==> src/rtl/i2c_target_pkg.sv <==
`default_nettype none
// ============================================================================
//  Module      : i2c_target_pkg
//  Description : Shared types and constants for the I2C target register block.
//  Revision    : 1.0 - initial release
// ============================================================================
package i2c_target_pkg;

   // Protocol state of the I2C target
   typedef enum logic [2:0] {
      IDLE     = 3'd0,
      ADDR     = 3'd1,
      ACK_ADDR = 3'd2,
      PTR      = 3'd3,
      WDATA    = 3'd4,
      RDATA    = 3'd5,
      RACK     = 3'd6,
      IGNORE   = 3'd7
   } state_e;

   // SDA level of an acknowledge / not-acknowledge bit
   localparam logic c_ACK  = 1'b0;
   localparam logic c_NACK = 1'b1;

endpackage : i2c_target_pkg
`default_nettype wire

==> src/rtl/i2c_bus_sync.sv <==
`default_nettype none
// ============================================================================
//  Module      : i2c_bus_sync
//  Description : Synchronises the SCL/SDA pads into the system clock domain
//                and derives SCL edges plus START/STOP conditions.
//  Revision    : 1.0 - initial release
// ============================================================================
module i2c_bus_sync (
   input  logic clk_i,
   input  logic rst_i,
   input  logic scl_i,
   input  logic sda_i,
   output logic scl_rise_o,
   output logic scl_fall_o,
   output logic start_o,
   output logic stop_o,
   output logic sda_s_o
);

   logic scl_meta_q, scl_sync_q, scl_prev_q;
   logic sda_meta_q, sda_sync_q, sda_prev_q;

   // Two-flop synchronisers followed by one history flop; reset to idle-bus high
   always_ff @(posedge clk_i) begin
      if (rst_i) begin
         scl_meta_q <= 1'b1;
         scl_sync_q <= 1'b1;
         scl_prev_q <= 1'b1;
         sda_meta_q <= 1'b1;
         sda_sync_q <= 1'b1;
         sda_prev_q <= 1'b1;
      end else begin
         scl_meta_q <= scl_i;
         scl_sync_q <= scl_meta_q;
         scl_prev_q <= scl_sync_q;
         sda_meta_q <= sda_i;
         sda_sync_q <= sda_meta_q;
         sda_prev_q <= sda_sync_q;
      end
   end

   assign scl_rise_o = scl_sync_q & ~scl_prev_q;
   assign scl_fall_o = ~scl_sync_q & scl_prev_q;
   // SDA may only move while SCL is high for START/STOP, so require SCL stable high
   assign start_o    = sda_prev_q & ~sda_sync_q & scl_sync_q & scl_prev_q;
   assign stop_o     = ~sda_prev_q & sda_sync_q & scl_sync_q & scl_prev_q;
   assign sda_s_o    = sda_sync_q;

endmodule : i2c_bus_sync
`default_nettype wire

==> src/rtl/i2c_target_regs.sv <==
`default_nettype none
// ============================================================================
//  Module      : i2c_target_regs
//  Description : I2C target exposing a byte-wide register file, with a local
//                host port for preload/readback and an I2C write monitor.
//  Revision    : 1.0 - initial release
// ============================================================================
module i2c_target_regs
   import i2c_target_pkg::*;
#(
   parameter logic [6:0] TARGET_ADDR = 7'h50,
   parameter int         NREGS       = 16,
   parameter int         PTR_W       = $clog2(NREGS)
) (
   input  logic             wb_clk_i,
   input  logic             wb_rst_i,
   input  logic             scl_i,
   input  logic             sda_i,
   output logic             sda_o,
   output logic             sda_oen_o,
   input  logic             hst_we,
   input  logic [PTR_W-1:0] hst_addr,
   input  logic [7:0]       hst_wdata,
   output logic [7:0]       hst_rdata,
   output logic             wr_valid,
   output logic [PTR_W-1:0] wr_addr,
   output logic [7:0]       wr_data,
   output logic             busy
);

   logic scl_rise, scl_fall, start, stop, sda_s;

   i2c_bus_sync u_sync (
      .clk_i      (wb_clk_i),
      .rst_i      (wb_rst_i),
      .scl_i      (scl_i),
      .sda_i      (sda_i),
      .scl_rise_o (scl_rise),
      .scl_fall_o (scl_fall),
      .start_o    (start),
      .stop_o     (stop),
      .sda_s_o    (sda_s)
   );

   state_e           state_q;
   logic [3:0]       bitcnt_q;   // bits handled in the current byte; 8 = byte complete
   logic [7:0]       shift_q;
   logic [PTR_W-1:0] ptr_q;
   logic             rw_q;
   logic             ack_q;      // ACK bit currently being driven
   logic             sda_oen_q;
   logic             busy_q;
   logic             wr_valid_q;
   logic [PTR_W-1:0] wr_addr_q;
   logic [7:0]       wr_data_q;
   logic [7:0]       hst_rdata_q;
   logic [7:0]       regs_q [NREGS];

   logic [7:0]       rx_byte_d;
   logic [PTR_W-1:0] ptr_inc_d;
   logic             i2c_we_d;

   assign rx_byte_d = {shift_q[6:0], sda_s};
   assign ptr_inc_d = ptr_q + 1'b1;
   assign i2c_we_d  = (state_q == WDATA) && scl_rise && (bitcnt_q == 4'd7)
                      && !start && !stop;

   // Protocol FSM: bit reception, ACK generation, read shifting and pointer
   always_ff @(posedge wb_clk_i) begin
      if (wb_rst_i) begin
         state_q    <= IDLE;
         bitcnt_q   <= '0;
         shift_q    <= '0;
         ptr_q      <= '0;
         rw_q       <= 1'b0;
         ack_q      <= 1'b0;
         sda_oen_q  <= 1'b0;
         busy_q     <= 1'b0;
         wr_valid_q <= 1'b0;
         wr_addr_q  <= '0;
         wr_data_q  <= '0;
      end else begin
         wr_valid_q <= 1'b0;
         if (start) begin
            state_q   <= ADDR;
            bitcnt_q  <= '0;
            ack_q     <= 1'b0;
            sda_oen_q <= 1'b0;
            busy_q    <= 1'b1;
         end else if (stop) begin
            state_q   <= IDLE;
            bitcnt_q  <= '0;
            ack_q     <= 1'b0;
            sda_oen_q <= 1'b0;
            busy_q    <= 1'b0;
         end else begin
            case (state_q)
               ADDR: begin
                  if (scl_rise) begin
                     shift_q <= rx_byte_d;
                     if (bitcnt_q == 4'd7) begin
                        bitcnt_q <= '0;
                        if (rx_byte_d[7:1] == TARGET_ADDR) begin
                           rw_q    <= rx_byte_d[0];
                           state_q <= ACK_ADDR;
                        end else begin
                           state_q <= IGNORE;
                        end
                     end else begin
                        bitcnt_q <= bitcnt_q + 4'd1;
                     end
                  end
               end
               ACK_ADDR: begin
                  if (scl_fall) begin
                     if (!ack_q) begin
                        sda_oen_q <= ~c_ACK;
                        ack_q     <= 1'b1;
                     end else begin
                        ack_q <= 1'b0;
                        if (rw_q) begin
                           // Read: bit 7 goes out on the fall that ends the ACK
                           shift_q   <= regs_q[ptr_q];
                           sda_oen_q <= ~regs_q[ptr_q][7];
                           state_q   <= RDATA;
                        end else begin
                           sda_oen_q <= 1'b0;
                           state_q   <= PTR;
                        end
                     end
                  end
               end
               PTR, WDATA: begin
                  if (scl_rise && (bitcnt_q != 4'd8)) begin
                     shift_q  <= rx_byte_d;
                     bitcnt_q <= bitcnt_q + 4'd1;
                     if (i2c_we_d) begin
                        wr_valid_q <= 1'b1;
                        wr_addr_q  <= ptr_q;
                        wr_data_q  <= rx_byte_d;
                        ptr_q      <= ptr_inc_d;
                     end
                  end
                  if (scl_fall && (bitcnt_q == 4'd8)) begin
                     if (!ack_q) begin
                        sda_oen_q <= ~c_ACK;
                        ack_q     <= 1'b1;
                     end else begin
                        sda_oen_q <= 1'b0;
                        ack_q     <= 1'b0;
                        bitcnt_q  <= '0;
                        if (state_q == PTR) begin
                           ptr_q   <= shift_q[PTR_W-1:0];
                           state_q <= WDATA;
                        end
                     end
                  end
               end
               RDATA: begin
                  if (scl_rise && (bitcnt_q != 4'd8)) begin
                     bitcnt_q <= bitcnt_q + 4'd1;
                  end
                  if (scl_fall) begin
                     if (bitcnt_q == 4'd8) begin
                        sda_oen_q <= 1'b0;
                        bitcnt_q  <= '0;
                        state_q   <= RACK;
                     end else begin
                        shift_q   <= {shift_q[6:0], 1'b0};
                        sda_oen_q <= ~shift_q[6];
                     end
                  end
               end
               RACK: begin
                  // bitcnt_q == 8 marks "master acknowledged, next byte loaded"
                  if (scl_rise && (bitcnt_q != 4'd8)) begin
                     if (sda_s == c_ACK) begin
                        ptr_q    <= ptr_inc_d;
                        shift_q  <= regs_q[ptr_inc_d];
                        bitcnt_q <= 4'd8;
                     end else begin
                        state_q <= IGNORE;
                     end
                  end else if (scl_fall && (bitcnt_q == 4'd8)) begin
                     sda_oen_q <= ~shift_q[7];
                     bitcnt_q  <= '0;
                     state_q   <= RDATA;
                  end
               end
               IDLE, IGNORE: begin
                  sda_oen_q <= 1'b0;
               end
               default: state_q <= IDLE;
            endcase
         end
      end
   end

   // Register file and host readback; an I2C write beats a same-address host write
   always_ff @(posedge wb_clk_i) begin
      if (wb_rst_i) begin
         hst_rdata_q <= '0;
         for (int i = 0; i < NREGS; i++) begin
            regs_q[i] <= '0;
         end
      end else begin
         hst_rdata_q <= regs_q[hst_addr];
         for (int i = 0; i < NREGS; i++) begin
            if (i2c_we_d && (ptr_q == PTR_W'(i))) begin
               regs_q[i] <= rx_byte_d;
            end else if (hst_we && (hst_addr == PTR_W'(i))) begin
               regs_q[i] <= hst_wdata;
            end
         end
      end
   end

   assign sda_o     = 1'b0;
   assign sda_oen_o = sda_oen_q;
   assign busy      = busy_q;
   assign wr_valid  = wr_valid_q;
   assign wr_addr   = wr_addr_q;
   assign wr_data   = wr_data_q;
   assign hst_rdata = hst_rdata_q;

endmodule : i2c_target_regs
`default_nettype wire

==> config.mk <==
export PLATFORM = sky130hd
export DESIGN_NAME = i2c_target_regs
export DESIGN_NICKNAME = d
export VERILOG_FILES = /design/src/rtl/i2c_target_pkg.sv /design/src/rtl/i2c_bus_sync.sv /design/src/rtl/i2c_target_regs.sv
export SDC_FILE = /design/constraint.sdc
export NUM_CORES = 1
export LEC_CHECK = 0
export CORE_MARGIN = 4
export CORE_UTILIZATION = 55
export DETAILED_ROUTE_END_ITERATION = 16
export HOLD_SLACK_MARGIN = 0.03
export PLACE_DENSITY = 0.78
export SETUP_SLACK_MARGIN = 0.1
export SYNTH_ARGS = -nofsm -noshare
export SYNTH_HDL_FRONTEND = slang
export SYNTH_HIERARCHICAL = 1
export SYNTH_SLANG_ARGS = --single-unit
==> constraint.sdc <==
create_clock -name wb_clk_i -period 3.05 [get_ports wb_clk_i]
set_input_delay 0.61 -clock wb_clk_i [delete_from_list [all_inputs] [get_ports wb_clk_i]]
set_output_delay 0.61 -clock wb_clk_i [all_outputs]
set_load 0.02 [all_outputs]
# [After elaboration in Yosys (flattened, before gate mapping)]
# Memory sizes are Yosys's and may differ from the RTL's. A register that Yosys moved wholly into a read port is not among the register bits.
# Index checks and enable logic that the tools add are counted.
[totals] mem_count=1 elab_cells=415 reg_bits=42 ramBits=128 inputBits=17 out_inout_bits=24
[memory_table] memory="regs_q" words=16 word_bits=8 rd=3 rd_clocked_by_memory_dff=2 wr=16 line="i2c_target_regs.sv:57" text="logic [7:0] regs_q [NREGS];"
[op_classes] eq_ne=71 n_mux=209 n_reduce_logical=63 addsub=2 bitwise=51
[op_table] operator="$mux W8" n=41
[op_table] operator="$mux W1" n=129
[op_table] operator="$mux W4" n=19
[op_table] operator="$eq A4 B4 Y1 const B" n=17
[op_table] operator="$mux W3" n=14
[op_table] operator="$ne A4 B4 Y1 const B" n=10
[op_table] operator="$pmux W8 S5" n=1
[op_table] operator="$logic_and A1 B1 Y1" n=38
[op_table] operator="$eq A4 B3 Y1 const B" n=9
[op_table] operator="$reduce_and A12 Y1" n=3
[op_table] operator="$ne A2 B2 Y1 const B" n=16
[op_table] operator="$or A1 B1 Y1" n=32
[op_table] operator="$eq A4 B2 Y1 const B" n=4
[op_table] operator="$pmux W4 S4" n=1
[op_table] operator="$pmux W3 S5" n=1
[op_table] operator="$eq A3 B3 Y1 const B" n=4
[op_table] operator="$reduce_and A6 Y1" n=2
[op_table] operator="$not A1 Y1" n=11
[op_table] operator="$reduce_and A5 Y1" n=2
[op_table] operator="$reduce_bool A5 Y1" n=2
[op_table] operator="$add A4 B1 Y4 const B" n=2
[op_table] operator="$and A1 B1 Y1" n=8
[op_table] operator="$eq A4 B1 Y1 const B" n=2
[op_table] operator="$logic_not A4 Y1" n=2
[op_table] operator="other kinds (20)" n=26

# [Longest topological paths before layout]
# Gate-level depths: netlist of the first run.
[logic_depth] word_depth=15 ltp_mapped=11 ltp_nobuf=7

# [Modules after synthesis]
# The synthesis of the first run kept the hierarchy.
[modules_own_cells] module="i2c_target_regs" cells_per_inst=886 instances=1 seq_area_each_um2=4804.6 area_per_inst_um2=11359.6
[modules_own_cells] module="i2c_bus_sync" cells_per_inst=16 instances=1 seq_area_each_um2=120.1 area_per_inst_um2=190.2

# [Least setup slack after synthesis of the first run]
# Ideal clock, no wire load.
[synth_path] path_type="reg2reg" startpoint="reg ptr_q[0]" endpoint="reg shift_q[3]" stages_incl_launch_ff=12 arrival_time_ns=3.066 setup_slack_ns=-0.158 required_ns=2.908 setup_ns=0.142 period_less_slack_ns=3.208 n_path_buf=5 cell_sequence="dfxtp_1 -> buf_2 -> clkbuf_1 -> inv_1 -> ha_1 -> buf_2 -> clkbuf_1 -> clkbuf_1 -> mux4_2 -> mux2_2 -> a22oi_1 -> a311oi_1"
[synth_between] elab_chain_cells=5
[synth_lines] item="from (decl)" line="i2c_target_regs.sv:48" text="logic [PTR_W-1:0] ptr_q;"
[synth_lines] item="from (signal assigned)" line="i2c_target_regs.sv:141" text="ptr_q <= ptr_inc_d;"
[synth_lines] item="from (signal assigned)" line="i2c_target_regs.sv:153" text="ptr_q <= shift_q[PTR_W-1:0];"
[synth_lines] item="from (signal assigned)" line="i2c_target_regs.sv:178" text="ptr_q <= ptr_inc_d;"
[synth_lines] item="$add A4 B1 Y4" line="i2c_target_regs.sv:64" text="assign ptr_inc_d = ptr_q + 1'b1;"
[synth_lines] item="$mem_v2 Z16 W8"
[synth_lines] item="$mux W8" line="i2c_target_regs.sv:177" text="if (sda_s == c_ACK) begin"
[synth_lines] item="$mux W8" line="i2c_target_regs.sv:176" text="if (scl_rise && (bitcnt_q != 4'd8)) begin"
[synth_lines] item="$pmux W8 S5" line="i2c_target_regs.sv:97" text="case (state_q)"
[synth_lines] item="to (signal assigned)" line="i2c_target_regs.sv:100" text="shift_q <= rx_byte_d;"
[synth_lines] item="to (signal assigned)" line="i2c_target_regs.sv:169" text="shift_q <= {shift_q[6:0], 1'b0};"
[synth_lines] item="to (signal assigned)" line="i2c_target_regs.sv:179" text="shift_q <= regs_q[ptr_inc_d];"
[synth_lines] item="to (decl)" line="i2c_target_regs.sv:47" text="logic [7:0] shift_q;"
# No other way between the ends. The select of a mux whose other input is x is not followed.
# A chain may end at the register's enable or synchronous reset.

==> results.md, run 1 <==
- Via density: 7.39
- Worst reg2reg endpoint: regs_q[3][1]
- CTS Sinks: 182
- Final Skew: 0.0128 ns
- Antenna Cells: 0
- I/O pin count: 41
- FP Rows: 52
- Dpl cells: 1,196
- Compound-Gate Fraction of Synth Area: 0.152
- Unrepaired setup endpoints after global routing: false
- Synth Warn #: 6
- CP bufs+invs: 1
- Mux share of post-synthesis cell area: 0.269
- Worst reg2reg setup slack: 0.28 ns
- Residual DRC: 0
- Critical path fanouts, max: 8
- Hold Slack: 0.409 ns
- RD Place Congestion: 0.953
- Most common cell after layout, fill and taps aside: edfxtp_1
- Clk pin slew, worst setup/hold paths: 0.07 ns
- Post-synth EDFFs: 128
- Hpwl dp: 24,700 um
- Largest family of logic cells by synthesized area: multiplexers
- Total GRT Usage: 0.289
- Critical path type: reg -> reg
- Routed Antenna Nets: 0
- Required time worst endpoint: 3.21 ns
- Area grow syn2layout: 13.0%
- CP most frequent cell: or3_4
- Synth Area in Simple Gates: 0.110
- Share of cells above drive strength 1: 0.312
- Fmax: 0.361 GHz
- PwrDens: 444 nW/um^2
- # port buffers: 39
- Clock H-tree levels: 4
- Max VDD drop: 0.304 mV
- Vias in the first global route: 8,440
- Clock Root Buffer: clkbuf_16
- Routed WL: 34,000 um
- CTS max path bufs: 2
- Core area: 20,400 sq um
- Post-synth ARST share: 0
- Critical Path AT: 2.93 ns
- Largest net degree at the start of global routing: 41
- Final min period: 2.77 ns
- Critical path launch point type: flip-flop
- CP top delay family: simple AND/OR/NAND/NOR gates
- XOR/XNOR share of the synthesized area: 0.00379
- Worst setup margin: 0.283 ns
- Hold endpoint: u_sync/scl_sync_q
- DIE AREA: 23,400 sq um
- Synth Instances: 902
- Final setup fails: 0
- Slew margin rel.: 0.399
- Synthesized area per cell: 12.8 sq um
- Period utilisation layout: 0.907
- DR pass1 iterations: 6
- Commonest non-fill, non-tap cells in the layout: edfxtp_1 (128), mux4_2 (104), a22o_1 (77)
- Hold_buf cts: 0
- WL/cell: 27.7 um
- Distinct cells, synth: 73
- Iteration-0 DRC Markers: 1,443
- Hold Crit Depth: 1
- Global-route wire length before repair: 51,800 um
- R2R Path Start: u_sync/sda_s_o
- Via count: 9,069
- Die Y: 153 um
- Worst R2R Path Depth: 6
- Synth Area in Adders: 0.00650
- Nets: 968
- Crit. End Element: flip-flop
- Initial antenna violation count: 0
- Post-CTS setup buffers: 0
- Final Hold Vio Count: 0
- CTS tree: built
- Hold Path Origin: u_sync/scl_meta_q
- Grt total ovfl: 0
- Worst hold path type: reg -> reg
- Ys flop type: edfxtp_1
- Syn nets: 925
- CP cell instances: and4b_1 -> or3b_4 -> or3_4 -> or3_4 -> o211ai_1 -> buf_4
- Status: finished, final reports clean
- Fin. max-slew vios: 0
- Initial Util: 0.565
- Max stage delay on crit path: 0.48 ns
- Final cell count without fillers: 1,228
- Insertion delay to the later sink of the worst-skew pair: 0.46 ns
- Leakage power: 4.42 nW
- Worst-Margin Slew: 0.899 ns
- Sum Neg Setup Slack: 0 ns
- Slowest cell on the critical path: or3_4
- Max-cap violations: 0
- Total CTS buffers: 17
- Synthesized flop and latch total: 182
- DP Worst Slack: 0.161 ns
- Register area share after synthesis: 0.426
- Cell Area, Synth: 11,500 sq um
- Die width: 153 um
## cell type report
cell class,count,area (sq um)
sequential,182,4930
inverter,12,45.0
clock buffer,17,425
multi-input combinational,630,6260
tap,270,338
fill,1575,7380
timing repair buffer,102,861
clock inverter,15,191
## cell usage after synthesis (3+ instances only)
master | n | area, sq um
a22oi_1 | 4 | 30.0
mux4_2 | 104 | 2340
nor3b_1 | 3 | 22.5
a31oi_1 | 5 | 31.3
nor2_8 | 3 | 60.1
inv_1 | 12 | 45.0
nand3b_1 | 9 | 67.6
buf_1 | 9 | 33.8
and2_1 | 10 | 62.6
a21oi_1 | 45 | 225
nand2b_1 | 8 | 50.1
nor2_4 | 4 | 45.0
o311ai_0 | 3 | 26.3
edfxtp_1 | 128 | 3840
o221a_2 | 6 | 67.6
a311oi_1 | 12 | 105
o211ai_1 | 9 | 67.6
ha_1 | 6 | 75.1
and4b_1 | 4 | 40.0
nor2_1 | 31 | 116
nor3_1 | 6 | 30.0
a22o_1 | 77 | 674
nand2_1 | 63 | 236
nand3_1 | 20 | 100
o21a_1 | 5 | 37.5
xnor2_1 | 3 | 26.3
o21ai_0 | 17 | 85.1
or2_1 | 6 | 37.5
a21oi_2 | 5 | 43.8
nor4b_1 | 3 | 26.3
or3_1 | 3 | 18.8
and3b_1 | 3 | 26.3
nor2b_1 | 16 | 100
a221oi_1 | 9 | 78.8
nand4_1 | 4 | 25.0
a221o_1 | 7 | 70.1
and3_1 | 4 | 25.0
buf_2 | 16 | 80.1
a211oi_1 | 7 | 52.6
mux2_2 | 66 | 743
dfxtp_1 | 54 | 1080
clkbuf_1 | 50 | 188
## cells by family after synthesis
group | Yosys count
adders and majority gates | 6
xor gates and xnor gates | 5
other | 1
AOI/OAI and AO/OA | 229
and+or+nand+nor | 217
buffers and inverters | 90
muxes | 172
DFF | 182
## sequential cells by signal, summed over array words and instances (netlist names), 3 cells and up, named ones only
register	cells
shift_q	8
ptr_q	4
wr_data	8
state_q	3
regs_q	128
bitcnt_q	4
wr_addr	4
hst_rdata	8
## worst max-delay path by stage
| stage | start | to | depth (start not counted) |
|---|---|---|---|
| after floorplan | u_sync/scl_sync_q | regs_q[7][0] | 7 |
| after global routing | u_sync/sda_s_o | regs_q[3][1] | 6 |
| final | u_sync/sda_s_o | regs_q[3][1] | 6 |
| after detailed placement | u_sync/sda_s_o | regs_q[3][2] | 6 |
| after CTS | u_sync/sda_s_o | regs_q[3][1] | 6 |
| after global placement | u_sync/sda_s_o | regs_q[3][2] | 6 |
## stage by stage
stage / util / area [sq um] / power, mW
after global routing: 0.639 / 13100 / 5.95
after detailed placement: 0.608 / 12400 / 3.52
after floorplan: - / 11600 / 3.27
after global placement: 0.608 / 12400 / 3.50
after CTS: 0.639 / 13000 / 5.77
final: 0.639 / 13100 / 5.80
## timing repair
item | in CTS | in global routing
gates resized for setup | 0 | 1
endpoints found under the setup margin | 0 | 8
hold endpoints to repair | 0 | 0
## metal layers
metal | share of wire | vias to the layer above | GRT usage
li1 | - | 3760 | -
met1 | 0.37 | 4432 | 0.412
met2 | 0.46 | 753 | 0.448
met3 | 0.14 | 124 | 0.0752
met4 | 0.030 | 0 | 0.0772
met5 | 0 | - | 0
## where the power goes
group          leakage, nW  total [mW]  internal [mW]  switching [mW]
Sequential            1.70        2.87           2.77           0.103
Combinational         2.42       0.619          0.292           0.327
Clock                0.299        2.30           1.13            1.18
Total                 4.42        5.80           4.19            1.61
No activity file was read; power rests on OpenSTA's default activity.
==> run 2: changes to the inputs <==
--- a/config.mk
+++ b/config.mk
@@ -5,12 +5,15 @@
 export SDC_FILE = /design/constraint.sdc
 export NUM_CORES = 1
 export LEC_CHECK = 0
+export CELL_PAD_IN_SITES_DETAIL_PLACEMENT = 1
+export CELL_PAD_IN_SITES_GLOBAL_PLACEMENT = 2
 export CORE_MARGIN = 4
-export CORE_UTILIZATION = 55
+export CORE_UTILIZATION = 40
 export DETAILED_ROUTE_END_ITERATION = 16
 export HOLD_SLACK_MARGIN = 0.03
-export PLACE_DENSITY = 0.78
+export PLACE_DENSITY = 0.79
 export SETUP_SLACK_MARGIN = 0.1
+export SLEW_MARGIN = 20
 export SYNTH_ARGS = -nofsm -noshare
 export SYNTH_HDL_FRONTEND = slang
 export SYNTH_HIERARCHICAL = 1
==> run 2 against run 1 <==
Power increased by 3.5%. Clock power increased by 8%. Utilization decreased by 16 points. Critical path depth decreased by 1. Die area increased by 35%. Clock skew increased by 0.0025 ns. Register-to-register slack got worse by 0.08 ns.
==> results.md, run 2 (same netlist as run 1, synthesis figures left out) <==
- Clock H-tree levels: 4 (unchanged)
- WL/cell: 29.4 um (was 27.7 um)
- Via density: 6.66 (was 7.39)
- Critical path fanouts, max: 8 (unchanged)
- Status: finished, final reports clean (unchanged)
- Clock Root Buffer: clkbuf_16 (unchanged)
- Routed WL: 39,600 um (was 34,000 um)
- Fin. max-slew vios: 0 (unchanged)
- Worst reg2reg endpoint: regs_q[15][6] (was regs_q[3][1])
- Total CTS buffers: 17 (unchanged)
- Footprint of the multi-input gates: 6280 sq um (was 6260 sq um)
- Fill cell count: 2,864 (was 1,575)
- # port buffers: 39 (unchanged)
- CTS Sinks: 182 (unchanged)
- DR pass1 iterations: 5 (was 6)
- Die Y: 178 um (was 153 um)
- PwrDens: 449 nW/um^2 (was 444 nW/um^2)
- Iteration-0 DRC Markers: 1,138 (was 1,443)
- Critical Path AT: 2.95 ns (was 2.93 ns)
- CTS max path bufs: 2 (unchanged)
- Final setup fails: 0 (unchanged)
- Register area: 4930 sq um (unchanged)
- Initial antenna violation count: 0 (unchanged)
- Critical path type: reg -> reg (unchanged)
- Slew margin rel.: 0.381 (was 0.399)
- Core area: 28,200 sq um (was 20,400 sq um)
- Sum Neg Setup Slack: 0 ns (unchanged)
- Final instance area: 13,400 sq um (was 13,100 sq um)
- Placed cell area: 12,700 sq um (was 12,400 sq um)
- Hold Slack: 0.427 ns (was 0.409 ns)
- Global-route wire length before repair: 59,600 um (was 51,800 um)
- Worst setup margin: 0.202 ns (was 0.283 ns)
- Residual DRC: 0 (unchanged)
- Leakage power: 4.51 nW (was 4.42 nW)
- Share of cells above drive strength 1: 0.323 (was 0.312)
- Largest Register: regs_q (unchanged)
- Routed Antenna Nets: 0 (unchanged)
- RD Place Congestion: 0.877 (was 0.953)
- Hpwl dp: 29,300 um (was 24,700 um)
- Final Skew: 0.0153 ns (was 0.0128 ns)
- Crit path from: u_sync/scl_sync_q (was u_sync/sda_s_o)
- Max FFs per register: 128 (unchanged)
- Antenna Cells: 0 (unchanged)
- Crit. End Element: flip-flop (unchanged)
- Nets: 979 (was 968)
- Clk pin slew, worst setup/hold paths: 0.09 ns (was 0.07 ns)
- Grt total ovfl: 0 (unchanged)
- I/O pin count: 41 (unchanged)
- Max VDD drop: 0.375 mV (was 0.304 mV)
- DP Worst Slack: 0.245 ns (was 0.161 ns)
- CTS resizes: 0 (unchanged)
- Max-cap violations: 0 (unchanged)
- Hold_buf cts: 0 (unchanged)
- Most common cell after layout, fill and taps aside: edfxtp_1 (unchanged)
- Area grow syn2layout: 15.7% (was 13.0%)
- Total GRT Usage: 0.256 (was 0.289)
- Critical path launch point type: flip-flop (unchanged)
- DIE AREA: 31,700 sq um (was 23,400 sq um)
- Post-CTS setup buffers: 0 (unchanged)
- Period utilisation layout: 0.934 (was 0.907)
- Initial Util: 0.410 (was 0.565)
- Worst R2R Path Depth: 5 (was 6)
- Fmax: 0.351 GHz (was 0.361 GHz)
- Insertion delay to the later sink of the worst-skew pair: 0.46 ns (about the same)
- Final min period: 2.85 ns (was 2.77 ns)
- R2R Path Start: u_sync/scl_sync_q (was u_sync/sda_s_o)
- Commonest non-fill, non-tap cells in the layout: edfxtp_1 (128), mux4_2 (104), a22o_1 (77) (unchanged)
- Worst hold path type: reg -> reg (unchanged)
- Vias in the first global route: 8,903 (was 8,440)
- Worst reg2reg setup slack: 0.20 ns (was 0.28 ns)
- Largest net degree at the start of global routing: 41 (unchanged)
- Required time worst endpoint: 3.15 ns (was 3.21 ns)
- CTS tree: built (unchanged)
- Final Hold Vio Count: 0 (unchanged)
- Critical Path Sink: regs_q[15][6] (was regs_q[3][1])
- Die width: 178 um (was 153 um)
- Unrepaired setup endpoints after global routing: false (unchanged)
- Worst-Margin Slew: 0.926 ns (was 0.899 ns)
- FP Rows: 61 (was 52)
- Via count: 8,975 (was 9,069)
run 2: changes by cell type in the layout (fill, tap and decap cells not counted), moves of 2 or more:
cell,previous run,this run
buf_4,62,70
inv_12,2,7
buf_12,1,4
clkinv_4,2,0
clkinv_8,5,3
inv_16,0,2
inv_8,3,1
nand3_1,20,18
nand3_2,0,2
run 2: final cells by class:
cell class | count | share of cell area
Clock buffer | 17 | 0.0318
Clock inverter | 15 | 0.0173
Inverter | 12 | 0.00337
Multi-Input combinational cell | 630 | 0.470
Sequential cell | 182 | 0.369
Tap cell | 378 | 0.0354
Timing Repair Buffer | 113 | 0.0734
run 2: metrics by stage:
step | utilization | power [mW] | std cells
4_1_cts | 0.474 | 6.03 | 1347
3_5_place_dp | 0.451 | 3.55 | 1315
2_1_floorplan | - | 3.27 | 902
3_3_place_gp | 0.451 | 3.53 | 1315
5_1_grt | 0.474 | 6.18 | 1347
6_report | 0.474 | 6.00 | 1347
run 2: worst min path at each step:
stage	slack (ns)	start	cells after the start	to
floorplan	0.38	u_sync/scl_meta_q	1	u_sync/scl_sync_q
global placement	0.40	u_sync/sda_meta_q	1	u_sync/sda_s_o
detailed placement	0.41	u_sync/sda_meta_q	1	u_sync/sda_s_o
CTS	0.43	u_sync/sda_meta_q	1	u_sync/sda_s_o
global route	0.44	u_sync/scl_meta_q	1	u_sync/scl_sync_q
finish	0.43	u_sync/sda_meta_q	1	u_sync/sda_s_o
run 2: worst max-delay path: stages (launching register included):
cell and delay [ns]:
dfxtp_1 0.38, nor2b_1 0.23, or3b_4 0.45, or3_1 0.62
nor2_4 0.32, a221o_1 0.49
run 2: layer usage:
layer	GRT usage	wire [um]	vias up
met3	0.0499	3340	41
li1	-	-	3793
met1	0.375	17200	4660
met4	0.0451	431	0
met2	0.400	18600	481
met5	0	0	-
run 2: where the power goes:
part	total [mW]	leakage [nW]	switching [mW]	internal, mW
clock	2.48	0.316	1.30	1.18
combinational	0.633	2.49	0.337	0.296
sequential	2.89	1.70	0.114	2.77
total	6.00	4.51	1.75	4.25
